## src/rtl/proto_defs_pkg.sv

```systemverilog
// ============================================================================
//  Module   : proto_defs (package)
//  Purpose  : Host-protocol constants and transmit-framer state encoding.
//  Revision : 1.0 - initial release
// ============================================================================
`default_nettype none

package proto_defs;

    localparam logic [7:0]  SYNC_BYTE    = 8'h7e;
    localparam int          MESSAGE_MIN  = 5;
    localparam int          MESSAGE_MAX  = 64;
    localparam logic [3:0]  MESSAGE_DEST = 4'h1;
    localparam logic [15:0] CRC_INIT     = 16'hffff;

    typedef enum logic [2:0] {
        IDLE    = 3'd0,
        LEN     = 3'd1,
        SEQ     = 3'd2,
        PAYLOAD = 3'd3,
        CRC_HI  = 3'd4,
        CRC_LO  = 3'd5,
        SYNC    = 3'd6,
        DRAIN   = 3'd7
    } tx_state_t;

endpackage

`default_nettype wire

```

## src/rtl/crc16_ccitt_step.sv

```systemverilog
// ============================================================================
//  Module   : crc16_ccitt_step
//  Purpose  : One-byte update of the host-compatible CCITT CRC (combinational).
//  Revision : 1.0 - initial release
// ============================================================================
`default_nettype none

module crc16_ccitt_step (
    input  logic [15:0] crc_in,
    input  logic [7:0]  data,
    output logic [15:0] crc_out
);

    logic [7:0] w_x0;
    logic [7:0] w_x;

    assign w_x0    = data ^ crc_in[7:0];
    assign w_x     = w_x0 ^ (w_x0 << 4);
    assign crc_out = ({w_x, 8'h00} | {8'h00, crc_in[15:8]})
                   ^ {8'h00, (w_x >> 4)}
                   ^ ({8'h00, w_x} << 3);

endmodule

`default_nettype wire

```

## src/rtl/msg_frame_tx.sv

```systemverilog
// ============================================================================
//  Module   : msg_frame_tx
//  Purpose  : Wraps queued responses (and pending acks) into
//             [len][seq][payload][crc_hi][crc_lo][sync] blocks on a byte link.
//  Revision : 1.0 - initial release
// ============================================================================
`default_nettype none

module msg_frame_tx #(
    parameter int         LEN_BITS    = 8,
    parameter int         MAX_PAYLOAD = 59,
    parameter logic [7:0] SYNC_BYTE   = proto_defs::SYNC_BYTE
) (
    input  logic                clk,
    input  logic                rst,
    input  logic [LEN_BITS-1:0] len_fifo_data,
    input  logic                len_fifo_empty,
    output logic                len_fifo_rd_en,
    input  logic [7:0]          ring_data,
    input  logic                ring_empty,
    output logic                ring_rd_en,
    input  logic [3:0]          rx_seq,
    input  logic                ack_req,
    output logic [7:0]          tx_data,
    output logic                tx_valid,
    input  logic                tx_ready,
    output logic                busy,
    output logic                err_oversize
);

    import proto_defs::*;

    tx_state_t           r_state;
    tx_state_t           w_next;
    logic [15:0]         r_crc;
    logic [15:0]         w_crc_next;
    logic [LEN_BITS-1:0] r_count;
    logic [3:0]          r_seq;
    logic                r_ack_pending;
    logic                r_err;
    logic                r_len_pop;

    logic                w_oversize;
    logic                w_pop_len;
    logic                w_pop_ring;
    logic                w_start;
    logic                w_crc_en;
    logic [7:0]          w_blk_len;

    // A length whose block byte would not fit in 8 bits is also oversize.
    assign w_oversize = (32'(len_fifo_data) > 32'(MAX_PAYLOAD))
                     || (32'(len_fifo_data) > 32'(255 - MESSAGE_MIN));
    assign w_blk_len  = 8'(r_count) + 8'(MESSAGE_MIN);

    crc16_ccitt_step u_crc (
        .crc_in  (r_crc),
        .data    (tx_data),
        .crc_out (w_crc_next)
    );

    always_comb begin
        w_next     = r_state;
        tx_valid   = 1'b0;
        tx_data    = 8'h00;
        w_pop_len  = 1'b0;
        w_pop_ring = 1'b0;
        w_start    = 1'b0;
        w_crc_en   = 1'b0;
        case (r_state)
            IDLE: begin
                if (!len_fifo_empty) begin
                    w_pop_len = 1'b1;
                    if (w_oversize) begin
                        w_next = DRAIN;
                    end else begin
                        w_next  = LEN;
                        w_start = 1'b1;
                    end
                end else if (r_ack_pending) begin
                    w_next  = LEN;
                    w_start = 1'b1;
                end
            end
            LEN: begin
                tx_valid = 1'b1;
                tx_data  = w_blk_len;
                if (tx_ready) begin
                    w_crc_en = 1'b1;
                    w_next   = SEQ;
                end
            end
            SEQ: begin
                tx_valid = 1'b1;
                tx_data  = {MESSAGE_DEST, r_seq};
                if (tx_ready) begin
                    w_crc_en = 1'b1;
                    w_next   = (r_count == '0) ? CRC_HI : PAYLOAD;
                end
            end
            PAYLOAD: begin
                tx_valid = !ring_empty;
                tx_data  = ring_data;
                if (!ring_empty && tx_ready) begin
                    w_pop_ring = 1'b1;
                    w_crc_en   = 1'b1;
                    if (r_count == LEN_BITS'(1)) begin
                        w_next = CRC_HI;
                    end
                end
            end
            CRC_HI: begin
                tx_valid = 1'b1;
                tx_data  = r_crc[15:8];
                if (tx_ready) begin
                    w_next = CRC_LO;
                end
            end
            CRC_LO: begin
                tx_valid = 1'b1;
                tx_data  = r_crc[7:0];
                if (tx_ready) begin
                    w_next = SYNC;
                end
            end
            SYNC: begin
                tx_valid = 1'b1;
                tx_data  = SYNC_BYTE;
                if (tx_ready) begin
                    w_next = IDLE;
                end
            end
            DRAIN: begin
                if (!ring_empty) begin
                    w_pop_ring = 1'b1;
                    if (r_count == LEN_BITS'(1)) begin
                        w_next = IDLE;
                    end
                end
            end
            default: w_next = IDLE;
        endcase
    end

    always_ff @(posedge clk) begin
        if (rst) begin
            r_state       <= IDLE;
            r_crc         <= CRC_INIT;
            r_count       <= '0;
            r_seq         <= 4'h0;
            r_ack_pending <= 1'b0;
            r_err         <= 1'b0;
            r_len_pop     <= 1'b0;
        end else begin
            r_state   <= w_next;
            r_len_pop <= w_pop_len;
            if (w_start) begin
                r_crc <= CRC_INIT;
                r_seq <= rx_seq;
            end else if (w_crc_en) begin
                r_crc <= w_crc_next;
            end
            if (w_pop_len) begin
                r_count <= len_fifo_data;
            end else if (w_start) begin
                r_count <= '0;
            end else if (w_pop_ring) begin
                r_count <= r_count - {{(LEN_BITS-1){1'b0}}, 1'b1};
            end
            // A fresh ack_req landing on a frame start must survive it.
            r_ack_pending <= ack_req | (r_ack_pending & !w_start);
            if (w_pop_len && w_oversize) begin
                r_err <= 1'b1;
            end
        end
    end

    // Pops are masked during reset so an aborted frame leaves the sources intact.
    assign len_fifo_rd_en = r_len_pop & !rst;
    assign ring_rd_en     = w_pop_ring & !rst;
    assign busy           = (r_state != IDLE);
    assign err_oversize   = r_err;

endmodule

`default_nettype wire

```

## config.mk

```make
export PLATFORM = sky130hd
export DESIGN_NAME = msg_frame_tx
export DESIGN_NICKNAME = d
export VERILOG_FILES = /design/src/rtl/proto_defs_pkg.sv /design/src/rtl/crc16_ccitt_step.sv /design/src/rtl/msg_frame_tx.sv
export SDC_FILE = /design/constraint.sdc
export NUM_CORES = 1
export LEC_CHECK = 0
export CAP_MARGIN = 20
export CORE_MARGIN = 4
export CORE_UTILIZATION = 55
export CTS_BUF_LIST = sky130_fd_sc_hd__clkbuf_8 sky130_fd_sc_hd__clkbuf_16
export DETAILED_ROUTE_END_ITERATION = 10
export PLACE_DENSITY = 0.81
export SLEW_MARGIN = 0
export SYNTH_ARGS = -nofsm -noshare
export SYNTH_HDL_FRONTEND = slang
export SYNTH_SLANG_ARGS = --single-unit
```

## constraint.sdc

```tcl
create_clock -name clk -period 2.39 [get_ports clk]
set_input_delay 0.5975 -clock clk [delete_from_list [all_inputs] [get_ports clk]]
set_output_delay 0.5975 -clock clk [all_outputs]
set_load 0.01 [all_outputs]
```

# After elaboration in Yosys (flattened, before gate mapping)
# Index checks and enable logic that the tools add are counted.
[word_totals]
out_inout_bits = 13
regBits = 34
elab_cells = 82
input_bits = 26
[op_classes]
order_cmp = 2
mux = 30
n_eq_ne = 18
n_bitwise = 9
reduce_logical = 14
addsub = 2
[ops]
columns = ["cell", "count"]
rows = [
  ["case mux 8 bit (6 select lines)", 1],
  ["two-way mux 3 bit", 13],
  ["two-way mux 8 bit", 3],
  ["case mux 3 bit (8 select lines)", 1],
  ["!= test 2 bit, second input constant", 9],
  ["bitwise OR 16 x 8 -> 16 bit", 1],
  ["bitwise XOR 16 x 11 -> 16 bit", 1],
  ["bitwise XOR 16 x 4 -> 16 bit", 1],
  ["bitwise XOR 8 bit", 2],
  ["== test 3 bit, second input constant", 4],
  ["AND reduction 10 bit", 1],
  ["two-way mux 1 bit", 9],
  ["adder 8 x 3 -> 8 bit, second input constant", 1],
  ["== test 8 x 1 -> 1 bit, second input constant", 1],
  ["> comparator 8 x 6 -> 1 bit, second input constant", 1],
  ["> comparator 8 bit, second input constant", 1],
  ["zero test 8 bit", 1],
  ["subtractor 8 x 1 -> 8 bit, second input constant", 1],
  ["== test 3 x 2 -> 1 bit, second input constant", 2],
  ["case mux 1 bit (2 select lines)", 3],
  ["nonzero test 3 bit", 2],
  ["OR reduction 5 bit", 1],
  ["OR reduction 2 bit", 2],
  ["bitwise AND 1 bit", 3],
  ["7 further kinds", 10],
]

# Depth between registers and ports, before layout
# Gate-level depths: netlist of run 1.
[depth]
depth_word = 8
depth_mapped = 9
mapped_depth_nobuf = 9

# Modules after synthesis
# Synthesis of run 1 repeated with hierarchy kept, for this count alone.
[unflattened]
cells_unflattened = 297
area_unflattened_um2 = 2514.9
[modules_own_cells]
columns = ["mod", "seq_area_each_um2", "cells_per_inst", "n_inst", "area_per_inst_um2"]
rows = [
  ["msg_frame_tx", 680.7, 273, 1, 2143.3],
  ["crc16_ccitt_step", 0.0, 24, 1, 371.6],
]

# Worst setup path before layout of run 1
# No wires, ideal clock.
[synth_timing]
path_type = "register to output"
startpoint = "register r_state[2]"
endpoint = "output port tx_data[1]"
setup_slack_ns = 0.304
path_buffers = 3
stages_incl_launch_ff = 7
arrival_ns = 1.488
required_time_ns = 1.793
cell_sequence = "dfxtp_1 > buf_6 > buf_2 > clkbuf_1 > mux2_2 > o21ai_0 > o21ai_0"
[synth_via]
elab_chain_cells = 2
word_cells_on_any_way = 7
classes_between = "eq/ne: 6; mux: 1"
[synth_rtl]
columns = ["element", "line", "text"]
rows = [
  ["start, declared", "msg_frame_tx.sv:33", "tx_state_t r_state;"],
  ["start signal, assigned", "msg_frame_tx.sv:154", "r_state <= w_next;"],
  ["== test 3 bit (tied with other cells)", "msg_frame_tx.sv:69", "case (r_state)"],
  ["case mux 8 bit (6 select lines) (*)", "msg_frame_tx.sv:69", ""],
  ["end, declared", "msg_frame_tx.sv:24", "output logic [7:0] tx_data,"],
]
# Mark *: on every way between the ends. The rest lies on a longest branch, timed or not.

# Final worst setup path of run 1
[layout_timing]
startpoint = "register r_state[2]"
endpoint = "output port tx_data[6]"
# Same word-level chain as after synthesis.

==> flow_metrics.py, run 1 <==
metrics = {
    "cts": {
        "tritoncts": "done",
        "clk-insertion-delay-late_ns": 0.29,
        "cts.clk_slew.worst_paths_ns": 0.08,
        "cts.sinks": 34,
        "numCtsBuffers": 5,
        "holdBufCountCts": 0,
        "clockRootBuffer": "clkbuf_8",
        "clockBufferDepth": 2,
        "htree_num_levels": 2,
    },
    "power_and_ir_drop": {
        "power.total_uw": 6260,
        "p_leak_uw": 0.00160,
        "power_density_nw_per_um2": 1660,
        "ir_drop_v": 0.00117,
    },
    "min_path": {
        "hold_path_class": "reg -> reg",
    },
    "run_status": {
        "status": "finished with violations",
        "violations": "setup timing",
    },
    "worst_setup_path": {
        "max_stage_delay_ns": 0.37,
        "path_delay_family": "compound AO/OA/AOI/OAI gates",
        "startpoint_type": "register",
        "critPathCaptureType": "output port",
        "arrival_ns": 1.86,
        "crit_slowest_cell": "dfxtp_2",
        "crit_buf_inv": 2,
        "worstPathRequired_ns": 1.79,
        "crit_chain": "buf_6 -> and2b_2 -> a32oi_1 -> o221ai_2 -> dlygate4sd2_1",
        "cp_max_fo": 8,
        "worstSetupPathType": "reg -> out",
    },
    "synthesis": {
        "synth_area_um2": 2590,
        "synthCells": 336,
        "synthTopCellsByArea": "dfxtp_1 26%, a21oi_1 5.8%, nor2_1 5.4%",
        "synth.yosys.seq_area_share_pct": 26.3,
        "yosysMostFrequentCell": "nor2_1",
        "ys_warn_count": 0,
        "syn-num-nets": 365,
        "netlist_top_cells_count": "37 x nor2_1, 34 x dfxtp_1, 30 x a21oi_1",
        "synthDominantCellAreaShare_pct": 26.3,
        "async_reset_ff_share_pct": 0,
        "synth_area_leader_cell": "dfxtp_1",
        "ys_seq_elements": 34,
        "synth_edf_count": 0,
        "synth.distinct_cells": 62,
        "avgSynthCellArea_um2": 7.71,
        "synthFlopType": "dfxtp_1",
    },
    "floorplanning": {
        "die_w_um": 76.6,
        "die_h_um": 76.6,
        "start_util_pct": 58.3,
        "die_area_um2": 5870,
        "io_pins": 39,
        "rows": 24,
        "design.core.area_um2": 4440,
    },
    "route": {
        "routed_wl_um": 9140,
        "vias": 3088,
        "wl_per_cell_um": 18.9,
        "drtAntennaViolNets": 0,
        "drc": 0,
        "drt_iter0_drc": 343,
        "vias_per_cell": 6.38,
        "drt_pass1_iterations": 5,
    },
    "layout": {
        "finalNetCount": 460,
        "n_antenna_cell": 0,
        "drive_gt1_share_pct": 30.1,
        "fillers": 258,
        "synthToLayoutAreaGrowth_pct": 45.2,
        "design_area_um2": 3760,
    },
    "sta": {
        "fin_ws_ns": -0.0694,
        "fmax_mhz": 407,
        "rsz0062_at_grt": "true",
        "maxSlewHeadroom_pct": 59.0,
        "finClkSkew_ns": 0.00711,
        "worstMarginPinSlew_ns": 0.609,
        "finalCritPeriodShare_pct": 103,
        "finalSetupViolations": 3,
        "drv_slew": 0,
        "hold_viol_final": 0,
        "period_minus_slack_ns": 2.46,
    },
    "global_route": {
        "track_usage_pct": 28.2,
        "grt_overflow": 0,
        "grt_max_degree": 25,
        "grt_pass1_vias": 2801,
        "grt_pass1_wl_um": 13600,
        "antenna_found_initial": 0,
    },
    "run": {
        "max_cap_violations": 0,
    },
    "placed_design": {
        "dp_hpwl_um": 5810,
        "numPortBuffers": 38,
        "gp_congestion": 0.919,
        "postPlaceCellArea_um2": 3460,
        "pre_cts_ws_ns": -0.370,
    },
}
==> routing by layer <==
layer | vias up | track usage, % | part of all wire [%]
met5 | - | 0 | 0
met4 | 0 | 11.1 | 4.1
met3 | 43 | 5.20 | 7.1
met2 | 182 | 48.0 | 49
met1 | 1455 | 35.0 | 40
li1 | 1408 | - | -
==> kinds of logic (layout without fill, tap and decap cells) <==
| logic type | after synthesis | after routing | share of synthesized area (%) |
|---|---|---|---|
| simple gates | 134 | 134 | 26.8 |
| compound gates | 96 | 96 | 25.1 |
| flops | 34 | 34 | 26.3 |
| buf+inv | 32 | 128 | 5.84 |
| xor+xnor | 27 | 27 | 10.2 |
| mux | 10 | 10 | 4.44 |
| fa+ha+maj | 3 | 3 | 1.45 |
==> layout make-up <==
class	instances	area (um^2)	share of cell area (%)
clock buffers	5	68.8	1.83
multi-input cells	270	1910	50.7
well taps	52	65.1	1.73
repair buffers	111	926	24.6
flip-flops and latches	34	692	18.4
inverters	9	33.8	0.898
clock inverters	3	68.8	1.83
==> per-stage QoR <==
stage / setup TNS, ns / std cells / hold slack, ns / util [%]
global placement: -3.34 / 475 / 0.454 / 77.8
floorplan: 0 / 336 / 0.455 / -
finish: -0.101 / 484 / 0.507 / 84.7
CTS: -0.00260 / 483 / 0.479 / 81.7
global route: -0.407 / 484 / 0.530 / 84.7
detailed placement: -4.14 / 475 / 0.462 / 77.8
==> sequential cells by signal (all words and copies together), names as in the netlist <==
register,cells
r_count,8
r_state,3
r_ack_pending,1
r_crc,16
r_len_pop,1
err_oversize,1
r_seq,4
==> cells in the final DEF, fill, tap and decap left out, types with 7 or more instances in the layout <==
master           count
a21oi_1             29
buf_4               67
buf_6                7
clkdlybuf4s50_1     26
dfxtp_1             29
inv_1                8
nand2_1             27
nand3_1              8
nor2_1              37
nor3_1              15
o211ai_1             8
o21ai_0             12
xnor2_1             11
xor2_1              11
==> worst reg2reg max path: cells and delay by family (launching register included) <==
| family | cells | cell delay, ns |
|---|---|---|
| DFF | 1 | 0.38 |
| and+or+nand+nor | 2 | 0.85 |
| xor gates and xnor gates | 1 | 0.14 |
| adders and majority gates | 1 | 0.18 |
| AOI/OAI and AO/OA | 3 | 0.29 |
| buffers and inverters | 3 | 0.45 |
==> timing repair <==
action / CTS / global route
resized for setup: 41 / 33
pin swaps: 4 / 10
buffers inserted: 0 / 1
endpoints found under the setup margin: 16 / 18
cloned: 0 / 0
==> where the power goes <==
part | total (uW) | internal (uW) | leakage (uW) | switching, uW
registers | 1030 | 781 | 0.000281 | 253
clock network | 653 | 418 | 0.0000683 | 235
logic | 4570 | 2240 | 0.00125 | 2330
==> path summary, 6_finish.rpt <==
check	startpoint	end	slack [ns]	cells past startpoint
setup / recovery	r_state[2]$_SDFFE_PP0P_	tx_data[6]	-0.07	5
hold / removal	r_seq[1]$_SDFFE_PP0P_	r_seq[1]$_SDFFE_PP0P_	0.51	2
setup reg to reg	r_count[0]$_SDFFE_PP0P_	r_crc[10]$_SDFFE_PP1P_	-0.01	10
hold reg to reg	r_seq[1]$_SDFFE_PP0P_	r_seq[1]$_SDFFE_PP0P_	0.51	2
Power figures use the tool's default switching activity.
==> run 2: changes to the inputs <==
--- a/config.mk
+++ b/config.mk
@@ -6,11 +6,13 @@
 export NUM_CORES = 1
 export LEC_CHECK = 0
 export CAP_MARGIN = 20
+export CELL_PAD_IN_SITES_DETAIL_PLACEMENT = 1
+export CELL_PAD_IN_SITES_GLOBAL_PLACEMENT = 1
 export CORE_MARGIN = 4
-export CORE_UTILIZATION = 55
+export CORE_UTILIZATION = 40
 export CTS_BUF_LIST = sky130_fd_sc_hd__clkbuf_8 sky130_fd_sc_hd__clkbuf_16
 export DETAILED_ROUTE_END_ITERATION = 10
-export PLACE_DENSITY = 0.81
+export PLACE_DENSITY_LB_ADDON = 0.1
 export SLEW_MARGIN = 0
 export SYNTH_ARGS = -nofsm -noshare
 export SYNTH_HDL_FRONTEND = slang
==> flow_metrics.py, run 2 (synthesized netlist as in run 1, its figures left out) <==
metrics = {
    "layout": {
        "layout_common_cells": "71 x buf_4, 37 x nor2_1, 30 x dfxtp_1, 28 x a21oi_1, 27 x nand2_1",
        "n_antenna_cell": 0,
        "top_regs": "r_crc: 16 flops, r_count: 8 flops, r_seq: 4 flops",
        "largest_reg_flops": 16,
        "largest-register": "r_crc",
        "seqCellArea_um2": 691,
        "drive_gt1_share_pct": 31.6,
        "multi_input_area_um2": 1940,
        "fillers": 764,
        "mostFrequentLayoutCell": "buf_4",
        "finalNetCount": 465,
        "synthToLayoutAreaGrowth_pct": 48.1,
    },
    "sta": {
        "period_minus_slack_ns": 2.39,
        "drv_slew": 0,
        "finalCritPeriodShare_pct": 100,
        "fin_setup_tns_ns": -0.000981,
        "holdWs_ns": 0.504,
        "fmax_mhz": 418,
        "finClkSkew_ns": 0.00390,
        "rsz0062_at_grt": "true",
        "fin_ws_ns": -0.000981,
        "maxSlewHeadroom_pct": 59.5,
        "finalSetupViolations": 1,
        "worstMarginPinSlew_ns": 0.601,
        "hold_viol_final": 0,
    },
    "global_route": {
        "track_usage_pct": 24.8,
        "gr-usage-met2_pct": 42.3,
        "grt_pass1_wl_um": 15100,
        "busiest_layer": "met2",
        "grt_overflow": 0,
        "antenna_found_initial": 0,
        "grt_pass1_vias": 3008,
        "grt_max_degree": 25,
        "grt_util_met3_pct": 3.35,
        "gr-usage-met1_pct": 33.5,
    },
    "worst_setup_path": {
        "startpoint_type": "register",
        "worstSetupPathType": "reg -> out",
        "worstPathRequired_ns": 1.79,
        "cp_max_fo": 3,
        "arrival_ns": 1.79,
        "critPathCaptureType": "output port",
    },
    "cts": {
        "clk-insertion-delay-late_ns": 0.29,
        "cts.clk_slew.worst_paths_ns": 0.08,
        "numCtsBuffers": 5,
        "htree_num_levels": 2,
        "holdBufCountCts": 0,
        "cts.sinks": 34,
        "clockBufferDepth": 2,
        "clockRootBuffer": "clkbuf_8",
        "tritoncts": "done",
    },
    "floorplanning": {
        "die_h_um": 88.5,
        "rows": 29,
        "die_w_um": 88.5,
        "die_area_um2": 7830,
        "io_pins": 39,
        "design.core.area_um2": 6310,
        "start_util_pct": 41.0,
    },
    "min_path": {
        "hold_path_class": "reg -> reg",
    },
    "placed_design": {
        "pre_cts_ws_ns": -0.400,
        "dp_hpwl_um": 7000,
        "numPortBuffers": 38,
        "gp_congestion": 0.813,
    },
    "power_and_ir_drop": {
        "power.total_uw": 6310,
        "p_leak_uw": 0.00162,
        "ir_drop_v": 0.000941,
        "power_density_nw_per_um2": 1640,
    },
    "run": {
        "max_cap_violations": 0,
    },
    "route": {
        "routed_wl_um": 9690,
        "vias": 2971,
        "drc": 0,
        "wl_per_cell_um": 18.8,
        "vias_per_cell": 5.78,
        "drtAntennaViolNets": 0,
        "drt_iter0_drc": 138,
        "drt_pass1_iterations": 4,
    },
    "run_status": {
        "violations": "setup timing",
        "status": "finished with violations",
    },
}
[run 2: changes by cell type in the layout (fill, tap and decap cells not counted), sizes merged]
| cell | previous run | this run |
|---|---|---|
| clkdlybuf4s15 | 1 | 2 |
| clkbuf | 6 | 7 |
| dlygate4sd2 | 6 | 5 |
| bufinv | 2 | 0 |
| clkinvlp | 0 | 1 |
| buf | 77 | 81 |
| clkinv | 1 | 2 |
[run 2: area by class of cell]
type                            count  area share, %
Inverter                            9          0.880
Timing Repair Buffer              116           25.6
Sequential cell                    34           18.0
Multi-Input combinational cell    270           50.6
Tap cell                           77           2.51
Clock inverter                      3          0.554
Clock buffer                        5           1.79
[run 2: where the power goes]
part	internal, uW	switching [uW]	leakage [uW]
Sequential	778	232	0.000281
Combinational	2410	2440	0.00129
Clock	205	244	0.0000441
Total	3400	2910	0.00162
[run 2: per-stage QoR]
| stage | util [%] | std cells | cell area [um^2] |
|---|---|---|---|
| after global placement | 55.7 | 502 | 3520 |
| after floorplan | - | 336 | 2590 |
| after global routing | 60.8 | 514 | 3840 |
| after CTS | 58.5 | 512 | 3690 |
| after detailed placement | 55.7 | 502 | 3520 |
| final | 60.8 | 514 | 3840 |
[run 2: final timing paths]
check / cells after the start / slack, ns / end / startpoint
setup / recovery: 4 / -0.001 / tx_data[7] / r_state[2]$_SDFFE_PP0P_
hold / removal: 2 / 0.50 / r_seq[1]$_SDFFE_PP0P_ / r_seq[1]$_SDFFE_PP0P_
hold reg to reg: 2 / 0.50 / r_seq[1]$_SDFFE_PP0P_ / r_seq[1]$_SDFFE_PP0P_
setup reg to reg: 10 / 0.04 / r_crc[10]$_SDFFE_PP1P_ / r_state[2]$_SDFFE_PP0P_
[run 2: metal layers]
layer | vias to the layer above | wire, um | share of wire [%]
met3 | 19 | 391 | 4.0
li1 | 1415 | - | -
met2 | 78 | 4730 | 49
met5 | - | 0 | 0
met1 | 1459 | 4360 | 45
met4 | 0 | 208 | 2.1
[run 2: timing repair]
action,in CTS,in global routing
gates resized for setup,51,30
setup endpoints to repair,17,17
setup buffers,3,3
endpoints found under the hold margin,0,0
pin swaps,4,5
[run 2: critical path, stage by stage (launching register included)]
cell and delay (ns):
dfxtp_4 0.36, or3b_4 0.38, or4_4 0.53, nand3_2 0.12, buf_6 0.11
==> run 3: changes to the inputs <==
--- a/config.mk
+++ b/config.mk
@@ -5,10 +5,10 @@
 export SDC_FILE = /design/constraint.sdc
 export NUM_CORES = 1
 export LEC_CHECK = 0
+export ABC_CLOCK_PERIOD_IN_PS = 2390
 export CAP_MARGIN = 20
 export CELL_PAD_IN_SITES_DETAIL_PLACEMENT = 1
 export CELL_PAD_IN_SITES_GLOBAL_PLACEMENT = 1
-export CORE_MARGIN = 4
 export CORE_UTILIZATION = 40
 export CTS_BUF_LIST = sky130_fd_sc_hd__clkbuf_8 sky130_fd_sc_hd__clkbuf_16
 export DETAILED_ROUTE_END_ITERATION = 10
==> flow_metrics.py, run 3 (synthesized netlist as in run 1, its figures left out) <==
metrics = {
    "run_status": {
        "status": "finished with violations",
        "violations": "setup timing",
    },
    "sta": {
        "hold_viol_final": 0,
        "rsz0062_at_grt": "true",
        "fin_ws_ns": -0.0626,
        "finalSetupViolations": 9,
        "fmax_mhz": 408,
        "maxSlewHeadroom_pct": 64.6,
        "finClkSkew_ns": 0.00615,
        "finalCritPeriodShare_pct": 103,
        "worstMarginPinSlew_ns": 0.524,
        "drv_slew": 0,
        "period_minus_slack_ns": 2.45,
    },
    "layout": {
        "design_area_um2": 3910,
        "mostFrequentLayoutCell": "buf_4",
        "finalNetCount": 463,
        "synthToLayoutAreaGrowth_pct": 50.7,
        "utilization_pct": 64.1,
        "layout_common_cells": "66 x buf_4, 36 x nor2_1, 29 x a21oi_1, 29 x dfxtp_1, 27 x nand2_1",
        "n_antenna_cell": 0,
        "drive_gt1_share_pct": 31.0,
        "largest-register": "r_crc",
        "largest_reg_flops": 16,
        "top_regs": "r_crc: 16 flops, r_count: 8 flops, r_seq: 4 flops",
    },
    "worst_setup_path": {
        "worstSetupPathType": "in -> reg",
        "startpoint_type": "primary input",
        "reg2reg_slack_ns": -0.05,
        "crit_chain": "clkdlybuf4s50_1 -> nand4_1 -> and2_4 -> a211o_1 -> nor3_4 -> or3b_1 -> o2111ai_2 -> a31oi_1",
        "max_stage_delay_ns": 0.50,
        "arrival_ns": 2.62,
        "critPathCaptureType": "register",
        "crit_slowest_cell": "clkdlybuf4s50_1",
        "ff2ff_path_depth": 9,
        "reg2reg_from": "r_count[0]$_SDFFE_PP0P_",
        "r2r-end": "r_crc[9]$_SDFFE_PP1P_",
        "cp_max_fo": 2,
        "worstPathRequired_ns": 2.56,
        "path_delay_family": "simple AND/OR/NAND/NOR gates",
        "crit_buf_inv": 1,
    },
    "placed_design": {
        "numPortBuffers": 38,
        "gp_congestion": 0.809,
        "dp_hpwl_um": 6550,
        "postPlaceCellArea_um2": 3490,
    },
    "cts": {
        "htree_num_levels": 2,
        "numCtsBuffers": 5,
        "clockBufferDepth": 2,
        "holdBufCountCts": 0,
        "cts.clk_slew.worst_paths_ns": 0.08,
        "clk-insertion-delay-late_ns": 0.30,
        "clockRootBuffer": "clkbuf_8",
        "tritoncts": "done",
        "cts.sinks": 34,
    },
    "min_path": {
        "whs_path_depth": 2,
        "hold_end": "r_seq[2]$_SDFFE_PP0P_",
        "hold_path_class": "reg -> reg",
        "hp-start": "r_seq[2]$_SDFFE_PP0P_",
    },
    "route": {
        "vias_per_cell": 6.11,
        "drt_pass1_iterations": 5,
        "vias": 3115,
        "drc": 0,
        "routed_wl_um": 11100,
        "wl_met2_um": 5350,
        "wl_met3_um": 634,
        "wl_per_cell_um": 21.8,
        "drt_iter0_drc": 216,
        "drtAntennaViolNets": 0,
        "topRoutingLayerUsed": "met4",
        "wl_met1_um": 4780,
    },
    "global_route": {
        "antenna_found_initial": 0,
        "grt_pass1_vias": 3005,
        "track_usage_pct": 29.9,
        "grt_max_degree": 32,
        "grt_overflow": 0,
        "grt_pass1_wl_um": 15100,
    },
    "power_and_ir_drop": {
        "ir_drop_v": 0.000931,
        "p_leak_uw": 0.00165,
        "power_density_nw_per_um2": 1720,
        "power.total_uw": 6700,
    },
    "floorplanning": {
        "io_pins": 39,
        "start_util_pct": 42.5,
        "design.core.area_um2": 6100,
        "rows": 28,
        "die_h_um": 82.5,
        "die_area_um2": 6800,
        "die_w_um": 82.5,
    },
    "run": {
        "max_cap_violations": 0,
    },
}
-- run 3: cell type report --
class | count | area [um^2]
Timing Repair Buffer | 114 | 1000
Fill cell | 735 | 2190
Multi-Input combinational cell | 270 | 1940
Clock buffer | 5 | 68.8
Sequential cell | 34 | 694
Inverter | 9 | 33.8
Clock inverter | 3 | 68.8
Tap cell | 75 | 93.8
-- run 3: how the worst max path moves through the flow --
| stage | start | endpoint | slack, ns | cells past startpoint |
|---|---|---|---|---|
| 2_1_floorplan | r_state[2]$_SDFFE_PP0P_ | tx_data[1] | 0.30 | 6 |
| 3_3_place_gp | ring_data[5] | tx_data[5] | -0.33 | 5 |
| 3_5_place_dp | ring_data[5] | tx_data[5] | -0.38 | 5 |
| 4_1_cts | r_state[2]$_SDFFE_PP0P_ | tx_data[7] | -0.12 | 4 |
| 5_1_grt | r_count[0]$_SDFFE_PP0P_ | r_crc[9]$_SDFFE_PP1P_ | -0.17 | 9 |
| 6_report | len_fifo_data[5] | r_crc[10]$_SDFFE_PP1P_ | -0.06 | 8 |
-- run 3: tightest hold or removal path, delay by kind of cell (launching register included) --
kind	cells	cell delay, ns
flip-flops	1	0.34
multiplexers	1	0.07
AND/OR/NAND/NOR	1	0.07
-- run 3: per-layer routing --
metal | vias to the layer above | global-route usage (%)
li1 | 1409 | -
met3 | 31 | 4.40
met4 | 0 | 11.8
met1 | 1531 | 39.8
met2 | 144 | 48.4
met5 | - | 0
-- run 3: timing repair --
action	CTS	global route
pin swaps	4	15
buffers inserted	2	4
endpoints found under the setup margin	18	17
resized for setup	53	39
-- run 3: per-stage QoR --
stage,cells,hold slack [ns],setup slack (ns),TNS (ns)
after floorplan,336,0.455,0.304,0
after global placement,496,0.457,-0.333,-3.76
after detailed placement,496,0.463,-0.377,-4.76
after CTS,506,0.497,-0.124,-0.125
after global routing,510,0.533,-0.168,-0.912
final,510,0.506,-0.0626,-0.238
-- run 3: power by group --
group	switching [uW]	leakage (uW)	internal (uW)
logic	2610	0.00130	2370
registers	256	0.000282	784
clock network	258	0.0000683	419
total	3120	0.00165	3580
